### src/rtl/sram_array_ctrl_if.sv
// Request/response bus and phase strobes between a master and sram_array_ctrl.
interface sram_array_ctrl_if #(
  parameter int DATA_W = 8,
  parameter int DEPTH  = 16,
  parameter int ADDR_W = $clog2(DEPTH)
);
  logic              req_valid;
  logic              req_ready;
  logic              req_we;
  logic [ADDR_W-1:0] req_addr;
  logic [DATA_W-1:0] req_wdata;
  logic [DATA_W-1:0] req_wmask;
  logic              rsp_valid;
  logic [DATA_W-1:0] rsp_rdata;
  logic              rsp_err;
  logic              precharge;
  logic [DEPTH-1:0]  wl;
  logic              sense_en;

  modport master (
    output req_valid, req_we, req_addr, req_wdata, req_wmask,
    input  req_ready, rsp_valid, rsp_rdata, rsp_err, precharge, wl, sense_en
  );

  modport slave (
    input  req_valid, req_we, req_addr, req_wdata, req_wmask,
    output req_ready, rsp_valid, rsp_rdata, rsp_err, precharge, wl, sense_en
  );
endinterface

### src/rtl/sram_array_ctrl.sv
// Behavioural SRAM array with a precharge / word-line / sense access sequencer,
// per-bit write mask and out-of-range detection.
module sram_array_ctrl #(
  parameter int DATA_W    = 8,
  parameter int DEPTH     = 16,
  parameter int ADDR_W    = $clog2(DEPTH),
  parameter int WL_CYCLES = 2
) (
  input  logic              clk,
  input  logic              rst_n,
  sram_array_ctrl_if.slave  bus
);

  localparam int              CNT_W   = (WL_CYCLES > 1) ? $clog2(WL_CYCLES) : 1;
  localparam logic [ADDR_W:0] DEPTH_C = (ADDR_W + 1)'(DEPTH);

  typedef enum logic [2:0] {S_IDLE, S_PRE, S_WL, S_SENSE, S_RESP} state_t;

  state_t            r_state;
  state_t            w_next;
  logic              r_we;
  logic [ADDR_W-1:0] r_addr;
  logic [DATA_W-1:0] r_wdata;
  logic [DATA_W-1:0] r_wmask;
  logic [CNT_W-1:0]  r_cnt;
  logic [DATA_W-1:0] r_mem [DEPTH];
  logic [DATA_W-1:0] r_rdata;
  logic              r_ready;
  logic              r_rsp_valid;
  logic              r_rsp_err;
  logic              r_precharge;
  logic              r_sense;
  logic [DEPTH-1:0]  r_wl;

  logic              w_in_range;
  logic              w_wl_last;
  logic              w_wr_en;
  logic [DEPTH-1:0]  w_wl_dec;
  logic [DATA_W-1:0] w_rd_word;

  assign w_in_range = {1'b0, r_addr} < DEPTH_C;
  assign w_wl_last  = (r_cnt == CNT_W'(WL_CYCLES - 1));
  assign w_wr_en    = (r_state == S_WL) && w_wl_last && r_we;

  // An out-of-range address matches no word, so it decodes to no word line and reads zero.
  always_comb begin
    w_wl_dec  = '0;
    w_rd_word = '0;
    for (int unsigned i = 0; i < DEPTH; i++) begin
      if (r_addr == ADDR_W'(i)) begin
        w_wl_dec[i] = 1'b1;
        w_rd_word   = r_mem[i];
      end
    end
  end

  always_comb begin
    w_next = r_state;
    unique case (r_state)
      S_IDLE:  if (bus.req_valid) w_next = S_PRE;
      S_PRE:   w_next = S_WL;
      S_WL:    if (w_wl_last) w_next = r_we ? S_RESP : S_SENSE;
      S_SENSE: w_next = S_RESP;
      S_RESP:  w_next = S_IDLE;
      default: w_next = S_IDLE;
    endcase
  end

  always_ff @(posedge clk or negedge rst_n) begin
    if (!rst_n) r_state <= S_IDLE;
    else        r_state <= w_next;
  end

  // Strobes are registered from the next state so every output is a flop with no decode glitches.
  always_ff @(posedge clk or negedge rst_n) begin
    if (!rst_n) begin
      r_we        <= 1'b0;
      r_addr      <= '0;
      r_wdata     <= '0;
      r_wmask     <= '0;
      r_cnt       <= '0;
      r_rdata     <= '0;
      r_ready     <= 1'b1;
      r_rsp_valid <= 1'b0;
      r_rsp_err   <= 1'b0;
      r_precharge <= 1'b0;
      r_sense     <= 1'b0;
      r_wl        <= '0;
    end else begin
      if (r_state == S_IDLE && bus.req_valid) begin
        r_we    <= bus.req_we;
        r_addr  <= bus.req_addr;
        r_wdata <= bus.req_wdata;
        r_wmask <= bus.req_wmask;
      end
      r_cnt <= (r_state == S_WL && !w_wl_last) ? r_cnt + 1'b1 : '0;
      if (r_state == S_SENSE) r_rdata <= w_rd_word;
      r_ready     <= (w_next == S_IDLE);
      r_precharge <= (w_next == S_PRE);
      r_sense     <= (w_next == S_SENSE);
      r_rsp_valid <= (w_next == S_RESP);
      r_rsp_err   <= (w_next == S_RESP) && !w_in_range;
      r_wl        <= (w_next == S_WL) ? w_wl_dec : '0;
    end
  end

  always_ff @(posedge clk or negedge rst_n) begin
    if (!rst_n) begin
      for (int unsigned i = 0; i < DEPTH; i++) r_mem[i] <= '0;
    end else if (w_wr_en) begin
      for (int unsigned i = 0; i < DEPTH; i++) begin
        if (r_addr == ADDR_W'(i)) r_mem[i] <= (r_mem[i] & ~r_wmask) | (r_wdata & r_wmask);
      end
    end
  end

  assign bus.req_ready = r_ready;
  assign bus.rsp_valid = r_rsp_valid;
  assign bus.rsp_rdata = r_rdata;
  assign bus.rsp_err   = r_rsp_err;
  assign bus.precharge = r_precharge;
  assign bus.sense_en  = r_sense;
  assign bus.wl        = r_wl;

endmodule

### src/flat_wrapper.sv
// flat-port wrapper written by rule: the top's interface ports become plain ports
module sram_array_ctrl_flat 
#(
  parameter int DATA_W    = 8,
  parameter int DEPTH     = 16,
  parameter int ADDR_W    = $clog2(DEPTH),
  parameter int WL_CYCLES = 2
)
  (clk, rst_n, bus_req_valid, bus_req_we, bus_req_addr, bus_req_wdata, bus_req_wmask, bus_req_ready, bus_rsp_valid, bus_rsp_rdata, bus_rsp_err, bus_precharge, bus_wl, bus_sense_en);
  sram_array_ctrl_if #(.DATA_W(DATA_W), .DEPTH(DEPTH), .ADDR_W(ADDR_W)) bus_i ();
  input  logic clk;
  input  logic rst_n;
  input wire logic [$bits(bus_i.req_valid)-1:0] bus_req_valid;
  input wire logic [$bits(bus_i.req_we)-1:0] bus_req_we;
  input wire logic [$bits(bus_i.req_addr)-1:0] bus_req_addr;
  input wire logic [$bits(bus_i.req_wdata)-1:0] bus_req_wdata;
  input wire logic [$bits(bus_i.req_wmask)-1:0] bus_req_wmask;
  output wire logic [$bits(bus_i.req_ready)-1:0] bus_req_ready;
  output wire logic [$bits(bus_i.rsp_valid)-1:0] bus_rsp_valid;
  output wire logic [$bits(bus_i.rsp_rdata)-1:0] bus_rsp_rdata;
  output wire logic [$bits(bus_i.rsp_err)-1:0] bus_rsp_err;
  output wire logic [$bits(bus_i.precharge)-1:0] bus_precharge;
  output wire logic [$bits(bus_i.wl)-1:0] bus_wl;
  output wire logic [$bits(bus_i.sense_en)-1:0] bus_sense_en;
  assign bus_i.req_valid = bus_req_valid;
  assign bus_i.req_we = bus_req_we;
  assign bus_i.req_addr = bus_req_addr;
  assign bus_i.req_wdata = bus_req_wdata;
  assign bus_i.req_wmask = bus_req_wmask;
  assign bus_req_ready = bus_i.req_ready;
  assign bus_rsp_valid = bus_i.rsp_valid;
  assign bus_rsp_rdata = bus_i.rsp_rdata;
  assign bus_rsp_err = bus_i.rsp_err;
  assign bus_precharge = bus_i.precharge;
  assign bus_wl = bus_i.wl;
  assign bus_sense_en = bus_i.sense_en;
  sram_array_ctrl #(.DATA_W(DATA_W), .DEPTH(DEPTH), .ADDR_W(ADDR_W), .WL_CYCLES(WL_CYCLES)) u_core (.clk(clk), .rst_n(rst_n), .bus(bus_i));
endmodule
### config.mk
export PLATFORM = sky130hd
export DESIGN_NAME = sram_array_ctrl_flat
export DESIGN_NICKNAME = d
export VERILOG_FILES = /design/src/rtl/sram_array_ctrl_if.sv /design/src/rtl/sram_array_ctrl.sv /design/src/flat_wrapper.sv
export SDC_FILE = /design/constraint.sdc
export NUM_CORES = 1
export LEC_CHECK = 0
export CORE_ASPECT_RATIO = 0.8
export CORE_MARGIN = 1.5
export CORE_UTILIZATION = 50
export CTS_CLUSTER_DIAMETER = 150
export DETAILED_ROUTE_END_ITERATION = 12
export PLACE_DENSITY = 0.69
export SETUP_SLACK_MARGIN = 0.1
export SKIP_CTS_REPAIR_TIMING = 1
export SLEW_MARGIN = 20
export SYNTH_ARGS = -nofsm -noshare
export SYNTH_HDL_FRONTEND = slang
export SYNTH_SLANG_ARGS = --single-unit
### constraint.sdc
create_clock -name clk -period 3.3 [get_ports clk]
set_input_delay 0.99 -clock clk [delete_from_list [all_inputs] [get_ports clk]]
set_output_delay 0.99 -clock clk [all_outputs]
set_load 0.01 [all_outputs]
Word level (Yosys, flattened, before mapping). Index checks and enable logic that the tools add are counted.

Word-level logic and storage cells: 147. Flip-flop bits (word level): 181. Bits of input ports: 24.

Equality and inequality tests: 22. Reductions and logical operators: 24. Mux-type cells: 38. Bitwise logic cells: 34. $add $sub $neg: 1.

Operators with widths (count): AND 8 bit (17); 2-to-1 mux 8 bit (16); bitwise OR 8 bit (16); equality test 4 bit (second input constant) (8); AND reduction 2 bit (16); 2-to-1 mux 1 bit (17); equality test 4 x 3 -> 1 bit (second input constant) (4); 2-to-1 mux 16 bit (1); equality test 3 x 2 -> 1 bit (second input constant) (4); case mux 3 bit (4 select lines) (1); 2-to-1 mux 3 bit (3); equality test 4 x 2 -> 1 bit (second input constant) (2); NOT 8 bit (1); equality test 3 x 1 -> 1 bit (second input constant) (2); zero test 3 bit (2); equality test 4 x 1 -> 1 bit (second input constant) (1); logical AND 1 bit (4); zero test 4 bit (1); equality test 3 bit (second input constant) (1); adder 1 bit (second input constant) (1); zero test 1 bit (1).

Longest topological paths before layout. Gate-level depths: netlist (run 1).

Depth in word-level cells: 17. Mapped depth: 8. Gate-level depth less buffers: 5.

Worst setup path after synthesis (run 1). No wires, ideal clock.

Path kind: input -> register. Start: in bus_req_valid. End: reg u_core.r_wmask[2]. Setup slack: 1.043 ns. Arrival: 2.132 ns. Path buffers: 1. Required time: 3.175 ns. Library setup time: 0.125 ns. Stages: 3. Cell sequence: nor4b_2 > clkbuf_1 > mux2_2.

Word-level cells in the longest chain between the ends: 1.

RTL lines: start, declared (line flat_wrapper.sv:13) `input wire logic [$bits(bus_i.req_valid)-1:0] bus_req_valid;`; logical AND 1 bit (line sram_array_ctrl.sv:90) `if (r_state == S_IDLE && bus.req_valid) begin`; end signal, assigned (line sram_array_ctrl.sv:94) `r_wmask <= bus.req_wmask;`; end, declared (line sram_array_ctrl.sv:24) `logic [DATA_W-1:0] r_wmask;`.

Every way passes these cells. A chain may end at the register's enable or synchronous reset.

Worst setup path after layout (run 1).
Start: reg u_core.r_addr[3]. End: reg u_core.r_rdata[2], in the netlist u_core.bus.rsp_rdata[2].

Word-level cells in the longest chain between the ends: 17. Elaborated cells between the ends (all ways): 32.

RTL lines: start, declared (line sram_array_ctrl.sv:22) `logic [ADDR_W-1:0] r_addr;`; start signal, assigned (line sram_array_ctrl.sv:92) `r_addr <= bus.req_addr;`; zero test 4 bit (line sram_array_ctrl.sv:50) `if (r_addr == ADDR_W'(i)) begin`; 2-to-1 mux 8 bit (15 in a row) (line sram_array_ctrl.sv:50); 2-to-1 mux 8 bit (*) (line sram_array_ctrl.sv:50); end signal, assigned (line sram_array_ctrl.sv:97) `if (r_state == S_SENSE) r_rdata <= w_rd_word;`; end, declared (line sram_array_ctrl.sv:27) `logic [DATA_W-1:0] r_rdata;`.

Mark *: on every way between the ends. The rest lies on a longest branch, timed or not.

==> impl_metrics.ini, run 1 <==
[drt]
firstDrtPassIters = 5
vias = 6527
ant_nets = 0
drc_errors = 0
drt-total-wl_um = 23800
via_per_inst = 6.08
drt_iter0_markers = 675
wl_per_cell_um = 22.2

[synth]
yosysTopAreaCell = dfrtp_1
synth-edff-count = 0
yosysSeqAreaShare_pct = 51.5
syn_avg_cell_area_um2 = 11.1
synth.distinct_cells = 58
synthCells = 791
synth-async-reset-ratio_pct = 100
synthesis.nets = 815
ys.flop_type = dfrtp_1
synth_top_area_share_pct = 51.2
synthTopCellsByCount = 180 x dfrtp_1, 140 x nand2_1, 135 x mux2_2
synth.ff_latch_count = 181
yosys_warnings = 0
synth.most_common_cell = dfrtp_1
netlist_area_mm2 = 0.00880
synth.area.top_cells = dfrtp_1 51%, mux2_2 17%, nand2_1 6.0%

[clock_tree]
cts_buffer_depth = 2
root_buffer = clkbuf_16
htree_levels = 4
cts_tree = done
cts.sinks = 181
cts_buffers = 17
clkSlewWorstSetupHoldPaths_ns = 0.07
clkLatencyLatePin_ns = 0.44

[die]
dieArea_mm2 = 0.0184
die_y_um = 122
rows = 43
die_w_um = 151
io_pins = 53
start_util_pct = 51.0
core_area_mm2 = 0.0173

[layout]
multiInputGateArea_mm2 = 0.00396
register_area_mm2 = 0.00453
area_delta_synth_final_pct = 16.6
diodes = 0
fin_util_pct = 59.4
drive_gt1_share_pct = 27.6
fillCellCount = 1416
fin_nets = 859

[critical_path]
crit_path_end_kind = flip-flop
r2r_slack_ns = 0.63
crit_start = u_core.r_addr[3]
crit_fanout = 15
start_kind = flip-flop
critPathArrivalTime_ns = 2.99
reg2reg_from = u_core.r_addr[3]
critPathRequiredTime_ns = 3.61
critPathKind = reg2reg

[sta]
setup_violations = 0
finalHoldViolCount = 0
fin_crit_ns = 2.67
fmax_ghz = 0.374
clock_skew_ns = 0.0120
setup-tns-final_ns = 0
post-route-period-util_pct = 81.0
slew_headroom_pct = 47.2
tightest_slew_ns = 0.790
slew_viol_final = 0
rsz0062_at_grt = no

[grt]
grt-ovfl-total = 0
grt_max_degree = 66
grt_pass1_wl_um = 37500
antenna_found_initial = 0
grt_pass1_vias = 6459
grt_use_total_pct = 27.6

[hold_path]
hp-class = reg2reg
worstHoldStart = u_core.r_cnt

[power]
ir_drop_mv = 0.444
p_per_area_mw_per_mm2 = 818
leakage_nw = 4.67

[status]
status = completed

[placed_design]
hpwl_um = 15400
portBuffers = 51
globalplace.congestion = 0.887

[flow_run]
drv_cap = 0
-- cell usage in the layout (no fill, tap or decap), types with 3 or more instances in the layout --
cell             count
dfrtp_1            178
a22oi_1              6
a21oi_1             21
nor3_4               5
nand3_1              4
nor2_1              28
a31oi_1              3
clkbuf_1             4
o22ai_1             12
buf_4               34
a221oi_1             4
a211oi_1             4
inv_1               12
nor3_1              19
clkbuf_16           17
clkinv_2             3
a22o_1               3
or2_2                5
clkdlybuf4s50_1     50
nand4_1              4
buf_12               3
o21ai_0             20
a21o_1               3
nand2_1            140
mux2i_1             20
o211a_1              3
nor3_2               9
nand3b_1             3
bufinv_16            4
a31o_2               5
nor2b_1              6
mux2_1              17
o221ai_1             6
mux2_2             135
o31ai_1              3
nand2b_1            16
-- worst max-delay path: stages (launching register included) --
cell and delay (ns):
dfrtp_1 0.72, buf_4 0.28, nor2b_1 0.61, nand2_1 0.35
o22ai_1 0.24, a21oi_1 0.06, o31ai_1 0.29
-- metal layers --
layer  GRT usage [%]  up-vias  wire length [um]
met5               0        -                 0
met4            8.80        0               470
met3            6.37       39              1940
met2            42.3      298             11000
met1            38.9     3310             10400
li1                -     2880                 -
-- path summary, 6_finish.rpt --
kind                                            to  cells past startpoint
setup / recovery           u_core.bus.rsp_rdata[2]                      6
max in group asynchronous                async pin                      2
min in group asynchronous      u_core.bus.sense_en                      1
hold / removal                        u_core.r_cnt                      1
setup reg to reg           u_core.bus.rsp_rdata[2]                      6
hold reg to reg                       u_core.r_cnt                      1
-- through the flow --
step	power [mW]	instances	area [um2]	setup WS (ns)	hold WS, ns
detailed placement	6.22	1041	9650	0.717	0.464
global placement	6.11	1041	9650	0.719	0.440
global route	8.80	1073	10300	0.601	0.499
CTS	8.38	1073	10300	0.730	0.472
finish	8.40	1073	10300	0.626	0.485
floorplan	5.18	791	8800	1.04	0.428
-- report_power, final --
| part | internal (mW) | switching [mW] | total [mW] |
|---|---|---|---|
| clock | 1.31 | 0.845 | 2.15 |
| sequential | 2.69 | 0.844 | 3.53 |
| combinational | 1.20 | 1.52 | 2.71 |
-- final cells by class --
class / instances / share of cell area, %
repair buffers: 88 / 8.06
clock inverters: 9 / 1.47
well taps: 225 / 2.74
inverters: 12 / 0.439
multi-input cells: 535 / 38.6
flip-flops and latches: 181 / 44.2
clock buffers: 23 / 4.56
-- kinds of logic after synthesis --
group / synth area share [%]
other: 0.0426
DFF: 51.5
buffers and inverters: 3.68
and+or+nand+nor: 13.9
muxes: 22.2
AOI/OAI and AO/OA: 8.68
No activity file was read; power rests on OpenSTA's default activity.
==> inputs of run 2 (changes only) <==
- clock period: 3.3 -> 2.8 ns (I/O delays scaled with it)
==> impl_metrics.ini, run 2 (synthesis gave the netlist of run 1 again) <==
[status]
status = completed

[sta]
worst_slack_ns = 0.247
fmax_ghz = 0.392
clock_skew_ns = 0.00983
slew_headroom_pct = 27.5
setup_violations = 0
slew_viol_final = 0
tightest_slew_ns = 1.08
rsz0062_at_grt = no
post-route-period-util_pct = 91.2
setup-tns-final_ns = 0
fin_crit_ns = 2.55
finalHoldViolCount = 0

[power]
power_mw = 10.1
leakage_nw = 4.75
ir_drop_mv = 0.559
p_per_area_mw_per_mm2 = 971

[critical_path]
r2r_slack_ns = 0.25
cp.depth = 6
crit_buf_inv = 2
critPathKind = reg2reg
path_cells = buf_12 -> nand2_1 -> buf_4 -> nor3_2 -> nand2_1 -> mux2_2
critPathArrivalTime_ns = 2.87
crit_path_end_kind = flip-flop
start_kind = flip-flop
reg2regPathDepth = 6
crit_top_cell = nand2_1
crit_fanout = 17
critPathRequiredTime_ns = 3.12
reg2reg_from = u_core.r_addr[3]
critPathMaxStageDelay_ns = 0.87
path_delay_family = simple AND/OR/NAND/NOR gates
slowest_stage = nor3_2

[clock_tree]
htree_levels = 4
clkLatencyLatePin_ns = 0.43
clkSlewWorstSetupHoldPaths_ns = 0.07
cts_tree = done
cts_buffer_depth = 2
cts_buffers = 17
cts.sinks = 181
root_buffer = clkbuf_16

[grt]
grt_use_total_pct = 27.6
grt_pass1_vias = 6534
grt_pass1_wl_um = 37400
grt_max_degree = 59
antenna_found_initial = 0
grt-ovfl-total = 0

[drt]
drt_iter0_markers = 590
drc_errors = 0
via_per_inst = 6.07
drt-total-wl_um = 23900
wl_per_cell_um = 22.0
vias = 6602
firstDrtPassIters = 5
ant_nets = 0

[layout]
fin_nets = 875
register_area_mm2 = 0.00453
drive_gt1_share_pct = 29.1
instances_no_fill = 1088
fillCellCount = 1385
area_delta_synth_final_pct = 18.0
diodes = 0
final_cell_mix = 178 x dfrtp_1, 140 x nand2_1, 135 x mux2_2, 50 x clkdlybuf4s50_1, 48 x buf_4
multiInputGateArea_mm2 = 0.00396
layout_commonest_cell = dfrtp_1

[die]
io_pins = 53
die_y_um = 122
rows = 43
die_w_um = 151
dieArea_mm2 = 0.0184
core_area_mm2 = 0.0173
start_util_pct = 51.0

[placed_design]
portBuffers = 51
dp.cells = 1057
globalplace.congestion = 0.890
hpwl_um = 15900
place_ws_ns = 0.314

[hold_path]
hp-class = in2async

[flow_run]
drv_cap = 0
run 2: worst reg2reg max path, delay by kind of cell, from the launching register on:
| kind | cells | cell delay (ns) |
|---|---|---|
| flip-flops | 1 | 0.56 |
| multiplexers | 1 | 0.31 |
| buffers and inverters | 2 | 0.44 |
| AND/OR/NAND/NOR | 3 | 1.13 |
run 2: power breakdown:
group	leakage [nW]	internal (mW)	switching [mW]
Clock	0.300	1.47	0.985
Sequential	2.45	3.17	0.926
Combinational	1.99	1.61	1.93
Total	4.75	6.24	3.84
run 2: how the worst max path moves through the flow:
stage	start	to	slack [ns]
after floorplan	bus_req_valid	u_core.r_wmask[2]	0.69
after global placement	u_core.r_addr[3]	flip-flop	0.37
after detailed placement	u_core.r_addr[3]	flip-flop	0.31
after CTS	u_core.r_addr[3]	flip-flop	0.31
after global routing	u_core.r_addr[2]	flip-flop	0.15
final	u_core.r_addr[3]	flip-flop	0.25
run 2: stage by stage:
step	area, um2	hold slack (ns)	utilization (%)
after CTS	10400	0.341	60.2
after global routing	10400	0.365	60.2
after floorplan	8800	0.428	-
after detailed placement	9790	0.480	56.7
final	10400	0.349	60.2
after global placement	9790	0.440	56.7
run 2: layout make-up:
cell class,count,area share (%)
multi-input cells,535,38.1
well taps,225,2.71
clock inverters,9,1.19
inverters,12,0.434
flip-flops and latches,181,43.6
repair buffers,104,9.36
clock buffers,22,4.56
run 2: routing by layer:
layer | global-route usage [%] | vias up | routed length (um)
met5 | 0 | - | 0
met4 | 10.5 | 0 | 556
met3 | 5.54 | 49 | 1680
met2 | 42.4 | 291 | 11100
met1 | 38.8 | 3367 | 10600
li1 | - | 2895 | -
==> inputs of run 3 (changes only) <==
- CAP_MARGIN: unset -> 20
==> results of run 3 <==
Final layout, timing and power as in run 2 (identical DEF).
==> patch, RTL diff (settings of run 3) <==
Make the reset (`rst_n`) synchronous in 3 clocked blocks.
--- a/src/rtl/sram_array_ctrl.sv
+++ b/src/rtl/sram_array_ctrl.sv
@@ -68,3 +68,3 @@
 
-  always_ff @(posedge clk or negedge rst_n) begin
+  always_ff @(posedge clk) begin
     if (!rst_n) r_state <= S_IDLE;
@@ -74,3 +74,3 @@
   // Strobes are registered from the next state so every output is a flop with no decode glitches.
-  always_ff @(posedge clk or negedge rst_n) begin
+  always_ff @(posedge clk) begin
     if (!rst_n) begin
@@ -106,3 +106,3 @@
 
-  always_ff @(posedge clk or negedge rst_n) begin
+  always_ff @(posedge clk) begin
     if (!rst_n) begin
Behaviour: differs if rst_n is asserted again (counterexample within 4 cycles, from zero or initial values and one cycle with rst_n low); with rst_n held inactive, the same outputs for 10 cycles.
==> patch against run 3 <==
  * Routed wire length is 1.4% higher
  * Setup slack better by 0.24 ns
  * Global-route usage is 0.90 points lower
  * Clock skew is 0.00078 ns higher
  * Final area is 0.36% higher
  * Area after synthesis is 2.9% higher
  * Sequential cell count stayed put
  * Final cell count is 6.5% higher
  * Utilization is 0.71 points lower
  * Sequential share of layout area is 3.4 points higher
Power is not compared: it rests on default switching activity, and its combinational part moved more than twofold at a synthesized area within 25%.
==> patch: results (changes against run 3) <==
[synth]
async_flop_share_pct=0  ; -100 points
synth.top_cells.by_count=edfxtp_1, nand2b_1, a21oi_1, nand2_1, a21boi_0
synth_compound_area_share_pct=18.58  ; +9.9 points
synthTopCellsByArea=edfxtp_1, dfxtp_1, nand2b_1
synth-edff-count=128  ; +128
muxShareOfSynthArea_pct=3.866  ; -18 points

[setup_path]
regToRegStartpoint=u_core.r_addr[0]
crit_arrival_ns=2.58  ; -0.29 ns
r2r_setup_slack_ns=0.49  ; +0.24 ns
cpPeakStageDelay_ns=0.74  ; -0.13 ns
worst-r2r-cell-count=5  ; -1
critical_path.max_fanout=24  ; +7
cp_top_family=flip-flops

[grt]
grt_pass1_vias=6800  ; +4.1%
track_usage_pct=26.75  ; -0.90 points
largest_net_degree_at_the_start_of_global_routing=100  ; +69%
grt_first_pass_wirelength_um=38310  ; +2.4%

[sta]
layout_setup_ws_ns=0.4874  ; +0.2401 ns
finalHoldWorstSlack_ns=0.4573  ; +0.1084 ns

[place]
dp_hpwl_um=16690  ; +4.9%
detailedPlace.worstSlack_ns=0.3780  ; +0.06437 ns
global_placement_routability_congestion=0.8881  ; -0.22%

[final_layout]
layout.nets=945  ; +8.0%

[outcome]
run_status=completed

[min_path]
timing.hold.worst.class=reg2reg

[drt]
totalWireLength_um=24250  ; +1.4%
initialDrtViolationCount=849  ; +44%

## patch: cell types whose count changed after synthesis, sizes merged, moves of 7 or more
cell	change
a21oi	+83
dfrtp	-180
dfxtp	+53
and2	+8
clkbuf	+7
nand2b	+113
mux2	-150
nand2	-57
nand3	+11
o21ai	+25
edfxtp	+128
a21boi	+67
nor2b	+12
nor3	-19
## patch: worst min-delay path, stage by stage, from the launching register on
cell	delay, ns
dfxtp_1	0.31
nand2_1	0.05
a21boi_1	0.05
## patch: kinds of logic after synthesis
| logic type | count (synthesis) |
|---|---|
| simple gates | 324 |
| compound gates | 268 |
| flops | 181 |
| buf+inv | 74 |
| mux | 26 |
| other cells | 1 |
## patch: through the flow
step / cells / cell area, sq um / util, % / power, mW
after global placement: 1127 / 9859 / 56.21 / 3.792
after global routing: 1159 / 10430 / 59.45 / 6.312
after floorplan: 874 / 9062 / - / 3.557
after detailed placement: 1127 / 9859 / 56.21 / 3.811
after CTS: 1159 / 10430 / 59.45 / 6.135
final: 1159 / 10430 / 59.45 / 6.117
## patch: where the power goes
part	total [mW]	leakage, nW	internal, mW	switching [mW]
clock network	2.35	0.274	1.31	1.04
logic	0.656	1.57	0.294	0.362
registers	3.11	1.75	2.99	0.123
## patch: routing by layer
metal / share of wire (%) / vias up / track usage [%] / wire, um
li1: - / 3232 / - / -
met1: 44 / 3377 / 37.96 / 10740
met2: 45 / 356 / 41.23 / 10800
met3: 9.4 / 41 / 5.047 / 2278
met4: 1.8 / 0 / 9.648 / 437
met5: 0 / - / 0 / 0
## patch: worst max path at each step
| stage | from | end | cells after the start |
|---|---|---|---|
| after floorplan | u_core.r_state[1] | u_core.r_mem[0][120] | 7 |
| after global placement | bus_req_valid | u_core.bus.wl[3] | 5 |
| after detailed placement | bus_req_valid | u_core.bus.wl[10] | 5 |
| after CTS | u_core.r_addr[0] | u_core.bus.rsp_rdata[3] | 5 |
| after global routing | u_core.r_addr[0] | u_core.r_mem[0][58] | 5 |
| final | u_core.r_addr[0] | u_core.r_mem[0][63] | 5 |
## patch: final cells by class
class                   count  area, sq um
well taps                 225        281.5
clock inverters            12        130.1
fillers                  1469         7113
flip-flops and latches    181         4907
repair buffers             93        833.3
clock buffers              20        436.7
multi-input cells         619         3804
inverters                   9        33.78
